<file path="config.mk">
export PLATFORM = sky130hd
export DESIGN_NAME = trng_health_sampler
export DESIGN_NICKNAME = d
export VERILOG_FILES = /design/src/rtl/trng_pkg.sv /design/src/rtl/trng_health_tests.sv /design/src/rtl/trng_health_sampler.sv
export SDC_FILE = /design/constraint.sdc
export NUM_CORES = 1
export LEC_CHECK = 0
export BUFFER_PORTS_ARGS = -buffer_cell sky130_fd_sc_hd__buf_4
export CORE_MARGIN = 2
export CORE_UTILIZATION = 45
export CTS_BUF_LIST = sky130_fd_sc_hd__clkbuf_16
export DETAILED_ROUTE_END_ITERATION = 7
export GPL_TIMING_DRIVEN = 0
export PLACE_DENSITY = 0.74
export SETUP_SLACK_MARGIN = 0.02
export SYNTH_ARGS = -nofsm -noshare
export SYNTH_HDL_FRONTEND = slang
export SYNTH_SLANG_ARGS = --single-unit
</file>
<file path="constraint.sdc">
create_clock -name clk -period 3.2 [get_ports clk]
set_input_delay 0.16 -clock clk [delete_from_list [all_inputs] [get_ports clk]]
set_output_delay 0.16 -clock clk [all_outputs]
set_load 0.02 [all_outputs]
</file>
<file path="src/rtl/trng_pkg.sv">
// Shared constants and helpers for the TRNG sample consumer.
// Counter widths are sized for the largest legal cutoff/window values.
package trng_pkg;

  localparam int TRNG_SMP_W = 8;

  localparam int RCT_CUTOFF_DEF = 4;
  localparam int APT_WINDOW_DEF = 64;
  localparam int APT_CUTOFF_DEF = 13;
  localparam int WORD_BYTES_DEF = 4;

  // RCT counter saturates at 255; APT counters must hold a full 256-sample window.
  localparam int RCT_CNT_MAX = 255;
  localparam int RCT_CNT_W   = $clog2(RCT_CNT_MAX + 1);
  localparam int APT_MAX_WIN = 256;
  localparam int APT_CNT_W   = $clog2(APT_MAX_WIN + 1);

  function automatic logic [RCT_CNT_W-1:0] rct_sat_inc(input logic [RCT_CNT_W-1:0] v);
    logic [RCT_CNT_W-1:0] r;
    r = v;
    if (v != RCT_CNT_W'(RCT_CNT_MAX)) begin
      r = v + RCT_CNT_W'(1);
    end
    return r;
  endfunction

endpackage

</file>
<file path="src/rtl/trng_health_tests.sv">
// Repetition-count and adaptive-proportion tests on the raw sample stream.
// Hits are combinational with the sample that reaches the cutoff; clear discards that cycle's sample.
module trng_health_tests
  import trng_pkg::*;
#(
  parameter int RCT_CUTOFF = RCT_CUTOFF_DEF,
  parameter int APT_WINDOW = APT_WINDOW_DEF,
  parameter int APT_CUTOFF = APT_CUTOFF_DEF
) (
  input  logic                  clk,
  input  logic                  reset,
  input  logic                  clear,
  input  logic                  smp_valid,
  input  logic [TRNG_SMP_W-1:0] smp_data,
  output logic                  rct_hit,
  output logic                  apt_hit
);

  localparam logic [RCT_CNT_W-1:0] RCT_LIM = RCT_CNT_W'(RCT_CUTOFF);
  localparam logic [APT_CNT_W-1:0] APT_LIM = APT_CNT_W'(APT_CUTOFF);
  localparam logic [APT_CNT_W-1:0] APT_WIN = APT_CNT_W'(APT_WINDOW);

  logic                  rct_started;
  logic [TRNG_SMP_W-1:0] rct_last;
  logic [RCT_CNT_W-1:0]  rep_cnt;
  logic [RCT_CNT_W-1:0]  rep_next;

  logic                  apt_started;
  logic [TRNG_SMP_W-1:0] apt_ref;
  logic [APT_CNT_W-1:0]  apt_cnt;
  logic [APT_CNT_W-1:0]  apt_idx;
  logic [APT_CNT_W-1:0]  apt_cnt_next;
  logic [APT_CNT_W-1:0]  apt_idx_next;
  logic                  new_win;
  logic                  take;

  assign take = smp_valid & ~clear;

  always_comb begin
    rep_next     = rep_cnt;
    new_win      = 1'b0;
    apt_cnt_next = apt_cnt;
    apt_idx_next = apt_idx;

    if (!rct_started || (smp_data != rct_last)) begin
      rep_next = RCT_CNT_W'(1);
    end else begin
      rep_next = rct_sat_inc(rep_cnt);
    end

    // A window closes once idx has counted APT_WINDOW samples.
    new_win = !apt_started || (apt_idx == APT_WIN);
    if (new_win) begin
      apt_cnt_next = APT_CNT_W'(1);
      apt_idx_next = APT_CNT_W'(1);
    end else begin
      apt_idx_next = apt_idx + APT_CNT_W'(1);
      apt_cnt_next = (smp_data == apt_ref) ? apt_cnt + APT_CNT_W'(1) : apt_cnt;
    end
  end

  assign rct_hit = take && (rep_next >= RCT_LIM);
  assign apt_hit = take && (apt_cnt_next >= APT_LIM);

  always_ff @(posedge clk or posedge reset) begin
    if (reset) begin
      rct_started <= 1'b0;
      rct_last    <= '0;
      rep_cnt     <= '0;
      apt_started <= 1'b0;
      apt_ref     <= '0;
      apt_cnt     <= '0;
      apt_idx     <= '0;
    end else if (clear) begin
      rct_started <= 1'b0;
      rct_last    <= '0;
      rep_cnt     <= '0;
      apt_started <= 1'b0;
      apt_ref     <= '0;
      apt_cnt     <= '0;
      apt_idx     <= '0;
    end else if (smp_valid) begin
      rct_started <= 1'b1;
      rct_last    <= smp_data;
      rep_cnt     <= rep_next;
      apt_started <= 1'b1;
      apt_cnt     <= apt_cnt_next;
      apt_idx     <= apt_idx_next;
      if (new_win) begin
        apt_ref <= smp_data;
      end
    end
  end

endmodule

</file>
<file path="src/rtl/trng_health_sampler.sv">
// Health-tests every TRNG sample and packs them into words behind a valid/ready port.
// One-cycle pack latency; a second finished word waits in the packer, later samples are dropped.
module trng_health_sampler
  import trng_pkg::*;
#(
  parameter int RCT_CUTOFF = RCT_CUTOFF_DEF,
  parameter int APT_WINDOW = APT_WINDOW_DEF,
  parameter int APT_CUTOFF = APT_CUTOFF_DEF,
  parameter int WORD_BYTES = WORD_BYTES_DEF
) (
  input  logic                             clk,
  input  logic                             reset,
  input  logic                             smp_valid,
  input  logic [TRNG_SMP_W-1:0]            smp_data,
  output logic                             word_valid,
  output logic [TRNG_SMP_W*WORD_BYTES-1:0] word_data,
  input  logic                             word_ready,
  input  logic                             clear_alarm,
  output logic                             rct_fail,
  output logic                             apt_fail,
  output logic                             overflow,
  output logic                             health_ok
);

  localparam int WORD_W = TRNG_SMP_W * WORD_BYTES;
  localparam int PCNT_W = (WORD_BYTES > 1) ? $clog2(WORD_BYTES) : 1;
  localparam logic [PCNT_W-1:0] LAST_LANE = PCNT_W'(WORD_BYTES - 1);

  logic              rct_hit;
  logic              apt_hit;
  logic [WORD_W-1:0] pack_data;
  logic [PCNT_W-1:0] pack_cnt;
  logic              pack_full;
  logic [WORD_W-1:0] out_data;
  logic              out_vld;

  logic              xfer;
  logic              kill;
  logic              accept;
  logic              drop;
  logic              word_done;
  logic [WORD_W-1:0] shifted;

  trng_health_tests #(
    .RCT_CUTOFF (RCT_CUTOFF),
    .APT_WINDOW (APT_WINDOW),
    .APT_CUTOFF (APT_CUTOFF)
  ) u_tests (
    .clk       (clk),
    .reset     (reset),
    .clear     (clear_alarm),
    .smp_valid (smp_valid),
    .smp_data  (smp_data),
    .rct_hit   (rct_hit),
    .apt_hit   (apt_hit)
  );

  // New samples enter the top lane, so the first sample lands in [7:0] once the word is full.
  assign shifted = {smp_data, pack_data[WORD_W-1:TRNG_SMP_W]};

  assign xfer      = out_vld & word_ready;
  assign kill      = clear_alarm | rct_hit | apt_hit;
  assign accept    = smp_valid & ~kill & health_ok & ~(pack_full & out_vld);
  assign drop      = smp_valid & ~kill & health_ok & pack_full & out_vld;
  assign word_done = accept & (pack_cnt == LAST_LANE);

  always_ff @(posedge clk or posedge reset) begin
    if (reset) begin
      rct_fail <= 1'b0;
      apt_fail <= 1'b0;
      overflow <= 1'b0;
    end else if (clear_alarm) begin
      rct_fail <= 1'b0;
      apt_fail <= 1'b0;
      overflow <= 1'b0;
    end else begin
      rct_fail <= rct_fail | rct_hit;
      apt_fail <= apt_fail | apt_hit;
      overflow <= overflow | drop;
    end
  end

  always_ff @(posedge clk or posedge reset) begin
    if (reset) begin
      pack_data <= '0;
      pack_cnt  <= '0;
      pack_full <= 1'b0;
      out_data  <= '0;
      out_vld   <= 1'b0;
    end else if (kill) begin
      // A handshake in this cycle still completes; nothing buffered survives an alarm or clear.
      pack_cnt  <= '0;
      pack_full <= 1'b0;
      out_vld   <= 1'b0;
    end else begin
      if (xfer) begin
        out_vld <= 1'b0;
      end
      if (pack_full && xfer) begin
        out_data  <= pack_data;
        out_vld   <= 1'b1;
        pack_full <= 1'b0;
      end
      // accept implies the packer is not holding a finished word.
      if (accept) begin
        pack_data <= shifted;
        if (word_done) begin
          pack_cnt <= '0;
          if (!out_vld || xfer) begin
            out_data <= shifted;
            out_vld  <= 1'b1;
          end else begin
            pack_full <= 1'b1;
          end
        end else begin
          pack_cnt <= pack_cnt + PCNT_W'(1);
        end
      end
    end
  end

  assign word_valid = out_vld;
  assign word_data  = out_data;
  assign health_ok  = ~(rct_fail | apt_fail);

endmodule
</file>
==> results.json, run 1 <==
{
  "cts_buffers": 17,
  "syn_nets": 596,
  "finalCritPeriodShare_pct": 97.9,
  "worst_pin_slew_ns": 0.627,
  "drcViolationCount": 1,
  "fp.dieH_um": 114,
  "synth_top_cell_area_share_pct": 52.4,
  "gp_congestion": 0.844,
  "cts_tree": "yes",
  "synth-async-reset-ratio_pct": 100,
  "drtIter0Drc": 615,
  "cts_sinks": 114,
  "fmax_mhz": 319,
  "cts-root-buf": "clkbuf_16",
  "drive_gt1_share_pct": 20.1,
  "power_density_nw_per_um2": 610,
  "detail-route-antenna-nets": 0,
  "min_path_type": "input port to flop",
  "synth_top_cell_by_area": "dfrtp_1",
  "dp_cells": 774,
  "hpwl_um": 9220,
  "grt_max_degree": 66,
  "syn_area_sq_um": 5440,
  "synth_ff_type": "dfrtp_1",
  "htree_levels": 4,
  "die_area_sq_um": 13000,
  "syn_avg_cell_area_sq_um": 9.42,
  "maxCapViolations": 0,
  "synthToLayoutAreaGrowth_pct": 27.3,
  "fin_util_pct": 58.2,
  "pin_count": 50,
  "criticalPathCategory": "flop to flop",
  "grt_usage_pct": 22.8,
  "synth_area_leaders": "dfrtp_1 52%, a222oi_1 5.9%, inv_1 5.6%, nand2_1 4.6%, nor2_1 4.2%",
  "cp-end-kind": "flop",
  "setup_tns_ns": 0,
  "clock_skew_ns": 0.00917,
  "relSlewSlack_pct": 58.2,
  "clk_latency_ns": 0.42,
  "port_buffers": 48,
  "slew_violations": 0,
  "syn-instance-count": 578,
  "drt-total-wl_um": 14400,
  "synth_edf_count": 0,
  "dr.pass1.iters": 8,
  "violations": "DRC",
  "core_area_sq_um": 11900,
  "grt_pass1_wl_um": 23100,
  "period_needed_ns": 3.13,
  "ys_seq_elements": 114,
  "die_w_um": 114,
  "nNetsFinal": 682,
  "power_uw": 4230,
  "yosysMostFrequentCell": "dfrtp_1",
  "route.vias.total": 4745,
  "startpoint_type": "flop",
  "crit_path_frequent_cell": "buf_6",
  "critPathArrivalTime_ns": 3.44,
  "ys_warn_count": 0,
  "path_cells": "ha_4 -> and3_4 -> buf_6 -> or3_4 -> o21ai_2 -> a31oi_2 -> or4b_4 -> a211oi_4 -> o21bai_4 -> buf_6 -> a222oi_1",
  "outcome": "finished with violations",
  "n_antenna_cell": 0,
  "p_leak_uw": 0.00328,
  "wire_per_inst_um": 17.5,
  "synth_seq_area_share_pct": 52.4,
  "rows": 40,
  "finalSetupViolCount": 0,
  "antenna_found_initial": 0,
  "fill_cells": 989,
  "crit_slowest_cell": "or4b_4",
  "critical_path_required_ns": 3.50,
  "start_util_pct": 45.7,
  "hold-worst-slack_ns": 0.0330,
  "grt_setup_unrepaired": "yes",
  "grt_pass1_vias": 4613,
  "slowest_delay_ns": 0.58,
  "avgViaCountPerCell": 5.76,
  "ctsLongestPathBuffers": 2,
  "synth_commonest_cells": "114 x dfrtp_1, 81 x inv_1, 66 x nand2_1",
  "stdcell_count": 824,
  "clkTransAtPathRegs_ns": 0.06,
  "crit_fanout": 7,
  "vdd_ir_drop_max_mv": 0.392,
  "finalHoldViolations": 0,
  "ys_types": 51,
  "grt_overflow": 0
}
[power by group]
part / switching [uW] / total (uW) / internal (uW)
combinational: 355 / 584 / 229
sequential: 97.0 / 1690 / 1600
clock: 717 / 1950 / 1230
total: 1170 / 4230 / 3060
[final cells by class]
| cell class | instances | area, sq um | share of cell area (%) |
|---|---|---|---|
| flip-flops and latches | 114 | 2850 | 41.2 |
| multi-input cells | 354 | 2290 | 33.0 |
| repair buffers | 67 | 526 | 7.58 |
| clock buffers | 17 | 425 | 6.14 |
| inverters | 81 | 307 | 4.42 |
| well taps | 147 | 184 | 2.65 |
| clock inverters | 15 | 183 | 2.64 |
| plain buffers | 29 | 164 | 2.37 |
[state kept, by name (all words and copies together) (netlist names)]
name                 cells
u_tests.apt_idx          9
u_tests.rct_started      1
word_data               32
u_tests.rct_last         8
overflow                 1
pack_cnt                 2
u_tests.rep_cnt          8
pack_full                1
u_tests.apt_ref          8
apt_fail                 1
word_valid               1
rct_fail                 1
u_tests.apt_cnt          9
pack_data               32
[final timing paths]
| kind | startpoint | endpoint | slack, ns | depth (start not counted) |
|---|---|---|---|---|
| max in group asynchronous | reset | word_data[10]$_DFFE_PP0P_ | 2.08 | 4 |
| min in group asynchronous | reset | pack_cnt[1]$_DFFE_PP0P_ | 0.39 | 3 |
| max reg2reg | u_tests.rep_cnt[1]$_DFFE_PP0P_ | word_data[23]$_DFFE_PP0P_ | 0.07 | 11 |
| max | u_tests.rep_cnt[1]$_DFFE_PP0P_ | word_data[23]$_DFFE_PP0P_ | 0.07 | 11 |
| min reg2reg | pack_data[14]$_DFFE_PP0P_ | pack_data[6]$_DFFE_PP0P_ | 0.49 | 2 |
| min | smp_data[4] | pack_data[28]$_DFFE_PP0P_ | 0.03 | 3 |
[cell usage in the layout, fill, tap and decap left out, types with 13 or more instances in the layout]
cell type / Yosys / layout
xnor2_1: 17 / 13
clkbuf_1: 18 / 14
inv_1: 81 / 80
clkbuf_16: 0 / 17
a222oi_1: 32 / 32
buf_4: 1 / 65
nor2_1: 61 / 61
nand2_1: 66 / 66
dfrtp_1: 114 / 114
a21oi_1: 30 / 29
o21ai_1: 35 / 33
[metal layers]
layer / up-vias / part of all wire [%] / global-route usage, %
li1: 2179 / - / -
met1: 2358 / 41 / 29.2
met2: 180 / 51 / 37.4
met3: 28 / 5.8 / 5.53
met4: 0 / 1.9 / 9.19
met5: - / 0 / 0
[kinds of logic after synthesis]
logic type,after synthesis,synth area share [%]
multiplexers,11,2.05
flip-flops,114,52.4
AO/OA/AOI/OAI,134,17.1
XOR/XNOR,25,4.02
buffers and inverters,110,8.09
AND/OR/NAND/NOR,179,15.1
adder cells (fa/ha/maj),5,1.15
[stage by stage]
step                      setup slack (ns)  instance area, sq um
after detailed placement            -0.245                  6020
after global placement               -1.22                  5990
final                               0.0668                  6930
after CTS                           0.0289                  6750
after global routing               -0.0649                  6930
after floorplan                     0.0243                  5440
[what timing repair did]
action                     in CTS  in global routing
gates resized for setup        13                 25
setup endpoints to repair      68                 67
hold buffers                    2                  0
pin swaps                       5                 12
gates cloned                    0                  1
hold endpoints to repair       50                  0
setup buffers                   6                  9
[critical path: cells and delay by family, from the launching register on]
kind                       cells  cell delay (ns)
adders and majority gates      1             0.18
and+or+nand+nor                3             1.09
buffers and inverters          2             0.29
AOI/OAI and AO/OA              5             1.05
DFF                            1             0.41
(Power assumes the default switching activity.)
==> run 2, diff against run 1 <==
--- a/config.mk
+++ b/config.mk
@@ -5,13 +5,13 @@
 export SDC_FILE = /design/constraint.sdc
 export NUM_CORES = 1
 export LEC_CHECK = 0
-export BUFFER_PORTS_ARGS = -buffer_cell sky130_fd_sc_hd__buf_4
 export CORE_MARGIN = 2
 export CORE_UTILIZATION = 45
 export CTS_BUF_LIST = sky130_fd_sc_hd__clkbuf_16
 export DETAILED_ROUTE_END_ITERATION = 7
+export DONT_BUFFER_PORTS = 1
 export GPL_TIMING_DRIVEN = 0
-export PLACE_DENSITY = 0.74
+export PLACE_DENSITY = 0.7
 export SETUP_SLACK_MARGIN = 0.02
 export SYNTH_ARGS = -nofsm -noshare
 export SYNTH_HDL_FRONTEND = slang
==> results.json, run 2 (synthesis results as in run 1) <==
{
  "cts_sinks": 114,
  "grt_overflow": 0,
  "port_buffers": 0,
  "startpoint_type": "flop",
  "clock_skew_ns": 0.00992,
  "route.vias.total": 4508,
  "power_density_nw_per_um2": 621,
  "dp_cells": 726,
  "clkTransAtPathRegs_ns": 0.05,
  "dr.pass1.iters": 8,
  "grt_pass1_wl_um": 23000,
  "drt-total-wl_um": 14300,
  "fill_cells": 1044,
  "gp_congestion": 0.886,
  "hpwl_um": 9170,
  "ctsLongestPathBuffers": 2,
  "fin_util_pct": 55.2,
  "vdd_ir_drop_max_mv": 0.380,
  "worst_pin_slew_ns": 0.870,
  "antenna_found_initial": 0,
  "rows": 40,
  "mostFrequentLayoutCell": "dfrtp_1",
  "p_leak_uw": 0.00306,
  "core_area_sq_um": 11900,
  "maxCapViolations": 0,
  "wire_per_inst_um": 18.4,
  "n_antenna_cell": 0,
  "grt_pass1_vias": 4513,
  "cts_tree": "yes",
  "outcome": "completed",
  "stdcell_count": 778,
  "avgViaCountPerCell": 5.79,
  "die_area_sq_um": 13000,
  "grt_usage_pct": 22.8,
  "cts-root-buf": "clkbuf_16",
  "finalSetupViolCount": 0,
  "fp.dieH_um": 114,
  "period_needed_ns": 3.09,
  "pin_count": 50,
  "htree_levels": 4,
  "critical_path_required_ns": 3.50,
  "crit_fanout": 10,
  "drcViolationCount": 0,
  "drive_gt1_share_pct": 12.2,
  "fmax_mhz": 324,
  "clk_latency_ns": 0.42,
  "cp-end-kind": "flop",
  "layout_common_cells": "114 x dfrtp_1, 81 x inv_1, 66 x nand2_1",
  "relSlewSlack_pct": 42.0,
  "die_w_um": 114,
  "slew_violations": 0,
  "synthToLayoutAreaGrowth_pct": 20.7,
  "grt_max_degree": 72,
  "finalHoldViolations": 0,
  "nNetsFinal": 636,
  "drtIter0Drc": 571,
  "hold-worst-slack_ns": 0.0362,
  "min_path_type": "input port to flop",
  "criticalPathCategory": "flop to flop",
  "detail-route-antenna-nets": 0,
  "cts_buffers": 17,
  "finalCritPeriodShare_pct": 96.5,
  "critPathArrivalTime_ns": 3.39,
  "start_util_pct": 45.7
}
run 2: final timing paths:
| kind | slack [ns] | from | cells after the start | to |
|---|---|---|---|---|
| max in group asynchronous | 2.05 | reset | 3 | u_tests.rct_last[1]$_DFFE_PP0P_ |
| worst min-delay path | 0.04 | clear_alarm | 2 | u_tests.rep_cnt[1]$_DFFE_PP0P_ |
| worst max-delay path | 0.11 | u_tests.apt_ref[1]$_DFFE_PP0P_ | 9 | word_data[25]$_DFFE_PP0P_ |
| min in group asynchronous | 0.42 | reset | 2 | pack_cnt[0]$_DFFE_PP0P_ |
| worst max register to register | 0.11 | u_tests.apt_ref[1]$_DFFE_PP0P_ | 9 | word_data[25]$_DFFE_PP0P_ |
| worst min register to register | 0.50 | pack_data[27]$_DFFE_PP0P_ | 2 | pack_data[19]$_DFFE_PP0P_ |
run 2: area by class of cell:
cell class,instances,area [sq um],area share (%)
Timing Repair Buffer,22,198,3.01
Sequential cell,114,2850,43.4
Tap cell,147,184,2.80
Inverter,81,307,4.66
Buffer,28,169,2.57
Clock inverter,15,166,2.53
Clock buffer,17,425,6.47
Multi-Input combinational cell,354,2270,34.6
run 2: per-stage QoR:
step | total power, uW | instance area, sq um | worst slack (ns) | setup TNS, ns
finish | 4080 | 6570 | 0.111 | 0
global route | 4220 | 6570 | -0.0482 | -0.579
CTS | 4090 | 6440 | -0.00923 | -0.0323
detailed placement | 2160 | 5650 | -0.209 | -8.76
global placement | 2140 | 5630 | -1.13 | -133.83
floorplan | 2040 | 5440 | 0.0243 | 0
run 2: report_power, final:
group / switching [uW] / internal [uW] / total, uW
Sequential: 186 / 1590 / 1780
Combinational: 244 / 148 / 392
Clock: 692 / 1220 / 1910
Total: 1120 / 2960 / 4080
run 2: timing repair:
| item | 4_1_cts | 5_1_grt |
|---|---|---|
| hold buffers | 10 | 0 |
| setup endpoints to repair | 67 | 68 |
| buffers inserted | 3 | 7 |
| pin swaps | 3 | 11 |
| endpoints found under the hold margin | 95 | 0 |
| gates cloned | 0 | 1 |
| resized for setup | 16 | 27 |
run 2: layer usage:
layer | global-route usage (%) | up-vias | part of all wire, %
met1 | 29.3 | 2211 | 41
met4 | 6.75 | 0 | 1.5
li1 | - | 2075 | -
met5 | 0 | - | 0
met3 | 6.96 | 27 | 7.9
met2 | 37.2 | 195 | 50
run 2: critical path, stage by stage, from the launching register on:
cell and delay [ns]:
dfrtp_1 0.38, xnor2_1 0.28, nand4_4 0.23, o31a_1 0.36, a311oi_2 0.37, nand4b_4 0.24
a211o_4 0.45, o21bai_4 0.23, buf_6 0.17, a222oi_1 0.25
==> run 3, diff against run 2 <==
--- a/config.mk
+++ b/config.mk
@@ -5,13 +5,14 @@
 export SDC_FILE = /design/constraint.sdc
 export NUM_CORES = 1
 export LEC_CHECK = 0
+export CAP_MARGIN = 15
 export CORE_MARGIN = 2
 export CORE_UTILIZATION = 45
 export CTS_BUF_LIST = sky130_fd_sc_hd__clkbuf_16
 export DETAILED_ROUTE_END_ITERATION = 7
 export DONT_BUFFER_PORTS = 1
 export GPL_TIMING_DRIVEN = 0
-export PLACE_DENSITY = 0.7
+export PLACE_DENSITY = 0.68
 export SETUP_SLACK_MARGIN = 0.02
 export SYNTH_ARGS = -nofsm -noshare
 export SYNTH_HDL_FRONTEND = slang
==> constraint.sdc (replaced) <==
create_clock -name clk -period 3.3 [get_ports clk]
set_input_delay 0.165 -clock clk [delete_from_list [all_inputs] [get_ports clk]]
set_output_delay 0.165 -clock clk [all_outputs]
set_load 0.02 [all_outputs]
==> results.json, run 3 (synthesis results as in run 1) <==
{
  "outcome": "completed",
  "vdd_ir_drop_max_mv": 0.378,
  "avgViaCountPerCell": 5.80,
  "finalSetupViolCount": 0,
  "stdcell_count": 773,
  "finalHoldViolations": 0,
  "reg2reg_to": "word_data[27]$_DFFE_PP0P_",
  "whs_path_depth": 2,
  "path_cells": "xnor2_1 -> nand4_4 -> o31a_1 -> a311oi_2 -> nand4b_2 -> a211o_2 -> nor3_4 -> buf_2 -> a222oi_1",
  "slew_violations": 0,
  "synthToLayoutAreaGrowth_pct": 18.9,
  "critPathArrivalTime_ns": 3.53,
  "dr.pass1.iters": 5,
  "fp.dieH_um": 114,
  "grt_util_met2_pct": 36.9,
  "relSlewSlack_pct": 57.0,
  "clkTransAtPathRegs_ns": 0.05,
  "clock_skew_ns": 0.00845,
  "cts_sinks": 114,
  "crit_fanout": 10,
  "drtIter0Drc": 559,
  "cts_tree": "yes",
  "grt_pass1_vias": 4577,
  "detail-route-antenna-nets": 0,
  "multi_input_area_sq_um": 2230,
  "drive_gt1_share_pct": 10.7,
  "register_area_sq_um": 2860,
  "n_antenna_cell": 0,
  "crit_slowest_cell": "a211o_2",
  "start_util_pct": 45.7,
  "cts-root-buf": "clkbuf_16",
  "pre_cts_ws_ns": -0.176,
  "finalCritPeriodShare_pct": 98.4,
  "die_area_sq_um": 13000,
  "fmax_mhz": 308,
  "grt_pass1_wl_um": 23000,
  "antenna_found_initial": 0,
  "setup_slack_ns": 0.0524,
  "power_density_nw_per_um2": 599,
  "startpoint_type": "flop",
  "period_needed_ns": 3.25,
  "layout_common_cells": "112 x dfrtp_1, 82 x inv_1, 66 x nand2_1",
  "grt_usage_pct": 22.6,
  "drcViolationCount": 0,
  "port_buffers": 0,
  "hold_end": "u_tests.rep_cnt[1]$_DFFE_PP0P_",
  "hpwl_um": 9280,
  "gp_congestion": 0.842,
  "slowest_delay_ns": 0.50,
  "clk_latency_ns": 0.41,
  "maxCapViolations": 0,
  "grt_max_degree": 97,
  "hold_start": "clear_alarm",
  "p_leak_uw": 0.00299,
  "htree_levels": 4,
  "grt_use_met3_pct": 7.33,
  "mostFrequentLayoutCell": "dfrtp_1",
  "dp_cells": 726,
  "ctsLongestPathBuffers": 2,
  "critical_path_required_ns": 3.58,
  "route.vias.total": 4481,
  "power_uw": 3880,
  "nNetsFinal": 631,
  "use_met1_pct": 28.3,
  "r2r_setup_slack_ns": 0.05,
  "drt-total-wl_um": 14000,
  "criticalPathCategory": "flop to flop",
  "rr_worst_depth": 9,
  "rows": 40,
  "worst_pin_slew_ns": 0.643,
  "fin_util_pct": 54.4,
  "grt_busiest_layer": "met2",
  "setup_tns_ns": 0,
  "wire_per_inst_um": 18.2,
  "min_path_type": "input port to flop",
  "rr_startpoint": "u_tests.apt_ref[1]$_DFFE_PP0P_",
  "grt_overflow": 0,
  "cts_buffers": 17,
  "fill_cells": 1052,
  "pin_count": 50,
  "die_w_um": 114,
  "core_area_sq_um": 11900,
  "cp-end-kind": "flop"
}
run 3: critical path: cells and delay by family (launching register included):
family	cells	cell delay [ns]
AO/OA/AOI/OAI	4	1.28
AND/OR/NAND/NOR	3	0.83
flip-flops	1	0.40
XOR/XNOR	1	0.32
buffers and inverters	1	0.29
run 3: final cells by class:
| type | instances | area share (%) |
|---|---|---|
| buffer | 29 | 2.43 |
| clock buffer | 17 | 6.57 |
| clock inverter | 15 | 2.22 |
| inverter | 81 | 4.77 |
| multi-input combinational | 354 | 34.5 |
| sequential | 114 | 44.1 |
| tap | 147 | 2.84 |
| timing repair buffer | 16 | 2.55 |
run 3: metal layers:
layer | up-vias | wire length [um]
met1 | 2216 | 5910
met3 | 23 | 1040
li1 | 2072 | -
met4 | 0 | 218
met2 | 170 | 6870
met5 | - | 0
run 3: what timing repair did:
action	in CTS	in global routing
pin swaps	2	8
resized for setup	7	21
endpoints found under the hold margin	139	0
buffers inserted	2	3
setup endpoints to repair	67	67
hold buffers	10	0
run 3: how the worst max path moves through the flow:
stage	start	slack (ns)	end	depth (start not counted)
4_1_cts	u_tests.rep_cnt[0]$_DFFE_PP0P_	0.02	word_data[2]$_DFFE_PP0P_	11
6_report	u_tests.apt_ref[1]$_DFFE_PP0P_	0.05	word_data[27]$_DFFE_PP0P_	9
3_3_place_gp	reset	-1.08	u_tests.rep_cnt[3]$_DFFE_PP0P_	1
2_1_floorplan	reset	0.12	apt_fail$_DFF_PP0_	1
5_1_grt	u_tests.apt_ref[1]$_DFFE_PP0P_	-0.03	word_data[18]$_DFFE_PP0P_	9
3_5_place_dp	u_tests.rep_cnt[0]$_DFFE_PP0P_	-0.18	word_data[0]$_DFFE_PP0P_	10
run 3: through the flow:
stage	hold WS, ns	area, sq um
final	0.0431	6470
after global routing	0.0634	6470
after CTS	0.0394	6380
after detailed placement	-0.0293	5660
after global placement	0.264	5630
after floorplan	0.260	5440
run 3: where the power goes:
part / leakage [uW] / internal (uW) / switching, uW / total, uW
logic: 0.00134 / 139 / 238 / 377
clock network: 0.000268 / 1100 / 672 / 1770
registers: 0.00138 / 1550 / 181 / 1730
